==> src/rtl/ysyx_22040127_mdu_pkg.sv <==
// Shared definitions for the multiply/divide unit: divider FSM states,
// iteration counts and the op-flag bundle handed over by execute.
package ysyx_22040127_mdu_pkg;

  // Iteration counter is wide enough to hold the full 64-bit count.
  localparam int CNT_W = 7;
  typedef logic [CNT_W-1:0] div_cnt_t;

  localparam div_cnt_t DIV_ITER_D = 7'd64;  // doubleword ops
  localparam div_cnt_t DIV_ITER_W = 7'd32;  // *w ops

  typedef enum logic [1:0] {
    IDLE = 2'd0,
    BUSY = 2'd1,
    DONE = 2'd2
  } div_state_e;

  // Op flags as decoded by execute.
  typedef struct packed {
    logic is_signed;  // div/rem/divw/remw
    logic word;       // operate on bits [31:0]
    logic rem;        // return remainder instead of quotient
  } div_op_t;

  // Sign-extend a 32-bit value to 64 bits.
  function automatic logic [63:0] sext32(input logic [31:0] v);
    return {{32{v[31]}}, v};
  endfunction

endpackage

==> src/rtl/ysyx_22040127_div_step.sv <==
// One radix-2 restoring division iteration, purely combinational.
// {rem, quo} is shifted left by one; the divisor is trial-subtracted from the
// widened partial remainder and the subtraction is kept when it does not
// borrow, in which case the new quotient bit is 1.
module ysyx_22040127_div_step (
  input  logic [63:0] rem,
  input  logic [63:0] quo,
  input  logic [63:0] divisor,
  output logic [63:0] rem_nxt,
  output logic [63:0] quo_nxt
);

  logic [64:0] rem_sh;
  logic [63:0] quo_sh;
  logic [64:0] trial;

  // Shift, trial-subtract and restore.
  // The partial remainder before the shift is below the divisor, so the
  // shifted value is below twice the divisor and the true difference lies in
  // [-2^64, 2^64): a 65-bit result is exact and bit 64 is its sign.
  always_comb begin
    // NOTE: every signal written here gets a value on every path, so no latch is inferred.
    rem_sh  = {rem, quo[63]};
    quo_sh  = {quo[62:0], 1'b0};
    trial   = rem_sh - {1'b0, divisor};
    rem_nxt = rem_sh[63:0];
    quo_nxt = quo_sh;
    if (!trial[64]) begin
      rem_nxt = trial[63:0];
      quo_nxt = quo_sh | 64'd1;
    end
  end

endmodule

==> src/rtl/ysyx_22040127_div_ctrl.sv <==
// Multi-cycle RV64M divide/remainder sequencer for the execute stage.
// Accepts one op through a valid/ready handshake, runs a restoring divider
// one quotient bit per cycle and holds the final RV64 result until consumed.
// Only XLEN = 64 is supported.
module ysyx_22040127_div_ctrl
  import ysyx_22040127_mdu_pkg::*;
#(
  parameter int XLEN = 64
) (
  input  logic            clk,
  input  logic            rst,
  input  logic            in_valid,
  output logic            in_ready,
  input  logic            in_signed,
  input  logic            in_word,
  input  logic            in_rem,
  input  logic [XLEN-1:0] in_src1,
  input  logic [XLEN-1:0] in_src2,
  input  logic            flush,
  output logic            out_valid,
  input  logic            out_ready,
  output logic [XLEN-1:0] out_result,
  output logic            busy
);

  div_state_e state, state_nxt;

  // Operation state, loaded at accept.
  div_cnt_t    cnt_q;
  logic [63:0] part_rem;
  logic [63:0] part_quo;
  logic [63:0] dsr_q;
  logic        neg_quo;
  logic        neg_rem;
  logic        word_q;
  logic        sel_rem_q;

  // Operand preparation.
  div_op_t     in_op;
  logic [63:0] src1_ext;
  logic [63:0] src2_ext;
  logic        src1_neg;
  logic        src2_neg;
  logic [63:0] abs1;
  logic [63:0] abs2;
  logic [63:0] quo_init;
  logic        div_zero;
  logic        accept;

  // Step and finalisation.
  logic [63:0] step_rem;
  logic [63:0] step_quo;
  logic [63:0] quo_fin;
  logic [63:0] rem_fin;
  logic [63:0] sel_fin;
  logic [63:0] result_fin;
  logic        last_iter;

  assign accept    = (state == IDLE) && in_valid && !flush;
  assign last_iter = (state == BUSY) && (cnt_q == '0);

  // Extend word operands, take absolute values for signed ops and record the
  // result signs. After extension bit 63 mirrors bit 31 for signed word ops,
  // so a single sign test covers both widths.
  always_comb begin
    in_op    = '{is_signed: in_signed, word: in_word, rem: in_rem};
    src1_ext = in_src1;
    src2_ext = in_src2;
    if (in_op.word) begin
      src1_ext = in_op.is_signed ? sext32(in_src1[31:0]) : {32'd0, in_src1[31:0]};
      src2_ext = in_op.is_signed ? sext32(in_src2[31:0]) : {32'd0, in_src2[31:0]};
    end
    src1_neg = in_op.is_signed && src1_ext[63];
    src2_neg = in_op.is_signed && src2_ext[63];
    abs1     = src1_neg ? -src1_ext : src1_ext;
    abs2     = src2_neg ? -src2_ext : src2_ext;
    // Word dividends sit in the upper half so that 32 shifts bring every
    // dividend bit through the remainder.
    quo_init = in_op.word ? {abs1[31:0], 32'd0} : abs1;
    div_zero = (src2_ext == 64'd0);
  end

  ysyx_22040127_div_step u_div_step (
    .rem     (part_rem),
    .quo     (part_quo),
    .divisor (dsr_q),
    .rem_nxt (step_rem),
    .quo_nxt (step_quo)
  );

  // Apply signs, pick quotient or remainder and form the RV64 word result.
  always_comb begin
    quo_fin    = neg_quo ? -part_quo : part_quo;
    rem_fin    = neg_rem ? -part_rem : part_rem;
    sel_fin    = sel_rem_q ? rem_fin : quo_fin;
    result_fin = word_q ? sext32(sel_fin[31:0]) : sel_fin;
  end

  // State register.
  always_ff @(posedge clk) begin
    // NOTE: sequential state uses non-blocking assignments so every flop samples pre-edge values.
    if (rst) state <= IDLE;
    else     state <= state_nxt;
  end

  // Next-state logic; flush overrides every transition.
  // A zero divisor loads a zero count, so it makes a single pass through
  // BUSY and presents its result one edge after accept, like the N+1 edges
  // of a normal op with N = 0.
  always_comb begin
    state_nxt = state;
    case (state)
      IDLE: if (accept)    state_nxt = BUSY;
      BUSY: if (last_iter) state_nxt = DONE;
      DONE: if (out_ready) state_nxt = IDLE;
      default:             state_nxt = IDLE;
    endcase
    if (flush) state_nxt = IDLE;
  end

  // Handshake and status outputs, decoded from the state register only.
  always_comb begin
    in_ready  = (state == IDLE);
    out_valid = (state == DONE);
    busy      = (state != IDLE);
  end

  // Divider datapath: load at accept, one restoring step per BUSY cycle.
  always_ff @(posedge clk) begin
    // NOTE: the datapath has no reset; it is fully loaded at accept and only read while busy.
    if (accept) begin
      word_q    <= in_op.word;
      sel_rem_q <= in_op.rem;
      dsr_q     <= abs2;
      if (div_zero) begin
        // All-ones quotient and dividend remainder fall out of the normal
        // finalisation when no signs are applied.
        part_quo <= '1;
        part_rem <= src1_ext;
        neg_quo  <= 1'b0;
        neg_rem  <= 1'b0;
        cnt_q    <= '0;
      end else begin
        part_quo <= quo_init;
        part_rem <= '0;
        neg_quo  <= src1_neg ^ src2_neg;
        neg_rem  <= src1_neg;
        cnt_q    <= in_op.word ? DIV_ITER_W : DIV_ITER_D;
      end
    end else if ((state == BUSY) && !last_iter) begin
      part_rem <= step_rem;
      part_quo <= step_quo;
      cnt_q    <= cnt_q - div_cnt_t'(1);
    end
  end

  // Result register: captured on entry to DONE, held while out_valid is high.
  always_ff @(posedge clk) begin
    if (rst)                     out_result <= '0;
    else if (last_iter && !flush) out_result <= result_fin;
  end

endmodule

==> config.mk <==
export PLATFORM = sky130hd
export DESIGN_NAME = ysyx_22040127_div_ctrl
export DESIGN_NICKNAME = d
export VERILOG_FILES = /design/src/rtl/ysyx_22040127_mdu_pkg.sv /design/src/rtl/ysyx_22040127_div_step.sv /design/src/rtl/ysyx_22040127_div_ctrl.sv
export SDC_FILE = /design/constraint.sdc
export NUM_CORES = 1
export LEC_CHECK = 0
export CAP_MARGIN = 20
export CELL_PAD_IN_SITES_DETAIL_PLACEMENT = 0
export CELL_PAD_IN_SITES_GLOBAL_PLACEMENT = 2
export CORE_ASPECT_RATIO = 0.9
export CORE_MARGIN = 2
export CORE_UTILIZATION = 32
export DETAILED_ROUTE_END_ITERATION = 10
export PLACE_DENSITY = 0.89
export RECOVER_POWER = 25
export SYNTH_ARGS = -nofsm -noshare
export SYNTH_HDL_FRONTEND = slang
export SYNTH_SLANG_ARGS = --single-unit
==> constraint.sdc <==
create_clock -name clk -period 11.5 [get_ports clk]
set_input_delay 3.45 -clock clk [delete_from_list [all_inputs] [get_ports clk]]
set_output_delay 3.45 -clock clk [all_outputs]
set_load 0.005 [all_outputs]
## Word-level counts from Yosys, hierarchy flattened

Cells that the tools add are included.

- Muxes and demuxes: 27
- Bitwise gates (word level): 1
- Reductions and logical operators: 16
- $add $sub $neg: 6
- Equality and inequality tests: 5

Operators with widths:

| operator | number |
|---|---|
| $mux W64 | 18 |
| $neg A64 Y64 | 4 |
| $sub A65 B64 Y65 | 1 |
| $logic_not A64 Y1 | 1 |
| $mux W7 | 4 |
| $logic_and A1 B1 Y1 | 7 |
| $logic_not A7 Y1 | 1 |
| $sub A7 B1 Y7 const B | 1 |
| $mux W2 | 3 |
| $pmux W2 S3 | 1 |
| $ne A2 B1 Y1 const B | 2 |
| $reduce_bool A2 Y1 | 2 |
| $reduce_and A3 Y1 | 1 |
| $eq A2 B1 Y1 const B | 1 |
| $eq A2 B2 Y1 const B | 1 |
| $logic_not A1 Y1 | 2 |
| $logic_not A2 Y1 | 1 |
| $ne A2 B2 Y1 const B | 1 |
| $reduce_or A2 Y1 | 1 |
| $mux W1 | 1 |
| $xor A1 B1 Y1 | 1 |

- Input port bits: 136
- Bits in registers: 269
- Output and inout port bits: 67
- Logic and storage cells: 65

## Depth between registers and ports, before layout

- Depth in word-level cells: 7
- Mapped depth: 14
- Depth with buffers taken out: 13

## Hierarchy

Synthesis repeated with hierarchy kept, for this count alone.

- Cell total of the unflattened synthesis: 2884
- Area, all modules: 23897.9 µm²

Modules (own cells, without submodules):

| module | seq. area each (µm²) | area each (µm²) | cells an instance | times used |
|---|---|---|---|---|
| ysyx_22040127_div_ctrl | 7417.1 | 18327.6 | 2094 | 1 |
| ysyx_22040127_div_step | 0.0 | 5570.3 | 790 | 1 |

## Worst setup path before layout

OpenSTA, ideal clock, no wires.

- Kind: flip-flop to flip-flop
- Start: register cnt_q[0]
- End: register state[0]
- Library setup time: 122 ps
- Arrival: 10973 ps
- Buffers on the path: 0
- Cell stages (with the launch flop): 7
- Data required time: 11378 ps
- Path slack: 405 ps
- Period minus slack after synthesis: 11095 ps
- Cells stage by stage: edfxtp_1 -> inv_1 -> ha_1 -> nand3b_1 -> inv_1 -> o21ai_0 -> and2_1

- Longest elaborated chain between the ends: 4

Ends and longest elaborated chain:

| item | line | text |
|---|---|---|
| from (decl) | ysyx_22040127_div_ctrl.sv:29 | `div_cnt_t cnt_q;` |
| from (signal assigned) | ysyx_22040127_div_ctrl.sv:148 | `cnt_q <= in_op.word ? DIV_ITER_W : DIV_ITER_D;` |
| from (signal assigned) | ysyx_22040127_div_ctrl.sv:153 | `cnt_q <= cnt_q - div_cnt_t'(1);` |
| $logic_not A7 Y1 | ysyx_22040127_div_ctrl.sv:60 | `assign last_iter = (state == BUSY) && (cnt_q == '0);` |
| $logic_and A1 B1 Y1 | ysyx_22040127_div_ctrl.sv:60 |  |
| $ne A2 B2 Y1 (no line) | n/a |  |
| $reduce_and A3 Y1 (no line) | n/a |  |
| to (signal assigned) | ysyx_22040127_div_ctrl.sv:103 | `else state <= state_nxt;` |
| to (decl) | ysyx_22040127_div_ctrl.sv:26 | `div_state_e state, state_nxt;` |

No other way between the ends.
A chain may end at the register's enable or synchronous reset.

## Final worst setup path

- Start: input flush
- End: register part_rem[5] (enable)

- Longest elaborated chain between the ends: 3

Ends and longest elaborated chain:

| item | line | text |
|---|---|---|
| from (decl) | ysyx_22040127_div_ctrl.sv:19 | `input logic flush,` |
| $logic_not A1 Y1 | ysyx_22040127_div_ctrl.sv:59 | `assign accept = (state == IDLE) && in_valid && !flush;` |
| $logic_and A1 B1 Y1 | ysyx_22040127_div_ctrl.sv:59 |  |
| $reduce_bool A2 Y1 (no line) | n/a |  |
| to (signal assigned) | ysyx_22040127_div_ctrl.sv:139 | `part_rem <= src1_ext;` |
| to (signal assigned) | ysyx_22040127_div_ctrl.sv:151 | `part_rem <= step_rem;` |
| to (decl) | ysyx_22040127_div_ctrl.sv:30 | `logic [63:0] part_rem;` |

No other way between the ends.

==> results.txt <==
The initial antenna violation count came out at 5. In this run the critical register-to-register path is captured at part_rem[5]$_DFFE_PP_. For hold timing, the worst endpoint is out_result[20]$_SDFFE_PP0P_. The slowest stage of the critical path is the clkbuf_1 cell. In the synthesized netlist, the number of instances is 2665.

The synthesized design contains 269 register bits. Data on the critical path is required at its endpoint by 11.68 ns. The leakage power summed over all cells came out at 9.15 nW.

The most numerous cell type found on the critical path is clkbuf_1. The fraction of the cycle the final worst path needs is 77.5%. TritonCTS built the clock tree. The first-pass GRT wire length came out at 121 mm. The buffer cell driving the clock tree root is clkbuf_16. The number of synthesis warnings came out at 0.

The total core area came out at 67200 um2. The worst setup path is captured at a flop. The starting density of the core came out at 32.4%. Among cell families on the critical path, the largest total delay comes from buffers and inverters. The via count of the first global-routing pass was 19.5k.

The overall die width is 279 um. The quantity of hold-fixing buffers added after cts came out at 0. The startpoint of the worst hold path is out_result[20]$_SDFFE_PP0P_. The arrival time reported for the critical path endpoint came out at 9.08 ns. The longest clock path from root to sink contains 3 buffers.

The count of standard-cell rows is 90. Of all cell types, the one taking the most synthesized area is edfxtp_1. The maximum number of pins on one net before global-route repair came out at 105. The routed wirelength normalized by instance count came out at 22.0 um. The clock skew is 0.0195 ns.

The hold path depth came out at 2. The post-synth net total is 2872. The signal on the critical path passes through dlygate4sd3_1 -> nand3b_1 -> clkbuf_1 -> o21ai_4 -> clkbuf_1 -> buf_4. During I/O placement, the number of pins put on the boundary was 203. The number of remaining DRC errors is 0. STA classifies the critical path startpoint as an input port. The wire length reported by the detailed router came out at 80.5 mm. The area of combinational cells with multiple inputs is 13400 um2. Setup violations remaining at the end of the flow were counted as 0. The count of input and output buffers came out at 202. The placed wire-length estimate after detailed placement came out at 64.6 mm.

The floorplan step set the die height to 251 um. The maximum level of the CTS H-tree is 2. For this design the ratio of total power to cell area is 145 nW/um2. Counting both buffers and inverters, the worst setup path holds a total of 4. The total track usage came out at 22.5%.

The worst setup path is of the in2reg kind. The number of sinks on the clock net is 269. The final-layout setup total negative slack came out at 0 ns. Setup repair after global routing left no endpoint under its margin. TritonCTS created 34 clock buffers.

The proportion of register bits with asynchronous set or reset after synthesis is 0%. The final reports fail on max-capacitance violations, max-slew violations. The transition time at the pin with the least slew margin came out at 3.61 ns.

The total iterations of the first detailed-routing run is 5. Yosys mapped the design onto 80 distinct sky130hd cell types. Counting instances in the post-synthesis netlist gives the leading cell types as nor2_1 (265), nand2_1 (253), a21oi_1 (243). The part of the Yosys area used for sequential elements is 34.1%. Clock-pin slew was measured on the worst setup and hold paths at 0.05 ns.

The final weighted congestion of routability-driven global placement came out at 0.934. The average footprint of a synthesized cell came out at 8.17 um2. In this run, the number of DRC markers left after iteration 0 of detailed routing was 1800. The worst setup slack for register-to-register paths is 5.68 ns.

The mapped netlist covers 21800 um2. Of the post-synthesis cell area, the dominant cell type holds 28.0%. The final global-route overflow total came out at 0. The depth of the worst register-to-register path came out at 6. Of all nets on the critical path, the largest fanout is 74.

In this run the critical register-to-register path is launched from state[0]$_SDFFE_PP0P_. The fmax is 0.112 GHz. Buffers added to address setup during post-CTS repair amount to 0.

The max-cap violation count is 4. The count of flip-flops with a built-in enable after synthesis came out at 203. In this run the worst hold path is classified as reg2reg. The per-cell via count in the routed design is 5.64. Compared with the post-synthesis result, the final layout area differs by 17.4%. The maximum ir drop on the vdd rail came out at 0.0911 mV. The number of filler cells placed in the layout came out at 6865. The number of nets with antenna violations after detailed routing came out at 0. In the post-synthesis netlist, the biggest area contributors are edfxtp_1 (28%), xnor2_1 (6.5%), dfxtp_1 (6.1%), xor2_1 (5.6%), a21oi_1 (5.6%). The largest single stage delay on the critical path is 2.54 ns. In the post-synthesis netlist, the cell with the most instances is nor2_1. The area of all sequential standard cells is 7420 um2.

The tightest hold path in the finished design has a slack of 0.447 ns. In this run the tightest slew margin relative to its limit is -141%. The worst-skew pair later-pin latency came out at 0.56 ns. For this run, the post-layout net count is 2973. The total count of hold-check failures in the final report is 0. Among all flip-flop cells after synthesis, the most frequent one is edfxtp_1. The flow ran to the end, but the final reports show violations.

After clock tree synthesis, the repair step resized 0 gates. The number of pins with negative max-slew slack in the final report is 215. The ratio of cells with drive above 1 in the final layout came out at 4.38%.

The via count of the routed design came out at 20.7k. The die covers 70200 um2. The time the final worst path needs with I/O delays and setup came out at 8.91 ns.
## sequential cells by signal, indices dropped and copies added, names as in the netlist
register / count
part_quo: 64
word_q: 1
dsr_q: 64
neg_quo: 1
cnt_q: 7
sel_rem_q: 1
neg_rem: 1
out_result: 64
part_rem: 64
state: 2
## worst min-delay path, delay by kind of cell, from the launching register on
family | cells | cell delay [ns]
flops | 1 | 0.30
compound gates | 1 | 0.05
simple gates | 1 | 0.05
## cell families after synthesis
family          Yosys count  synth area share (%)
mux                      34                  1.56
simple gates            926                  20.3
compound gates          800                  23.2
flops                   269                  34.1
buf+inv                 264                  4.63
fa+ha+maj                71                  4.11
xor+xnor                301                  12.1
## worst max path at each step
stage                                 startpoint                endpoint  slack (ns)  cells after the start
after global placement                in_src2[0]  part_rem[32]$_DFFE_PP_        3.31                     14
after floorplan           cnt_q[0]$_SDFFCE_PP0P_   state[0]$_SDFFE_PP0P_        0.41                      6
after global routing                       flush   part_quo[4]$_DFFE_PP_        2.25                      6
after CTS                             in_src2[0]  part_rem[32]$_DFFE_PP_        3.79                     14
final                                      flush   part_rem[5]$_DFFE_PP_        2.59                      6
after detailed placement              in_src2[0]  part_rem[32]$_DFFE_PP_        3.22                     14
## placed cells by master (no fill, tap or decap), drive strengths merged, types with 32 or more instances in the layout
cell	netlist	final
nor4	32	32
edfxtp	203	203
nor3	94	94
a21oi	243	243
o211ai	48	48
xnor2	161	161
nand2	253	253
a31oi	35	35
inv	102	105
o31ai	59	59
clkdlybuf4s50	0	129
ha	70	70
mux2i	34	34
xor2	140	140
or3	47	47
nand3	91	91
clkbuf	135	48
a211oi	37	37
a21o	35	35
nor2	266	266
o21ai	180	180
dfxtp	66	66
dlygate4sd3	0	71
## where the power goes
group	internal, mW	switching, mW
logic	0.502	0.770
registers	1.18	0.192
clock network	0.622	0.427
## layout make-up
cell class              count  area share [%]
clock buffers              45            3.69
clock inverters            13           0.489
inverters                 102            1.52
multi-input cells        2132            52.4
repair buffers            227            8.62
flip-flops and latches    269            29.0
well taps                 874            4.28
diodes                      1         0.00979
## through the flow
stage / power [mW] / area, um2 / instances / setup WS (ns) / util (%)
after global placement: 2.62 / 24500 / 3603 / 3.31 / 36.4
final: 3.70 / 25600 / 3663 / 2.59 / 38.0
after detailed placement: 2.64 / 24500 / 3604 / 3.22 / 36.5
after global routing: 3.89 / 25600 / 3662 / 2.25 / 38.0
after CTS: 3.70 / 25600 / 3662 / 3.79 / 38.1
after floorplan: 2.18 / 21800 / 2665 / 0.405 / -
## layer usage
metal  share of wire [%]  up-vias  track usage (%)
met2                  41      755             32.5
met3                 7.0      112             3.19
met1                  49     9808             34.1
met5               0.042        -                0
met4                 3.1        6             7.16
li1                    -     9991                -
No activity file was read; power rests on OpenSTA's default activity.
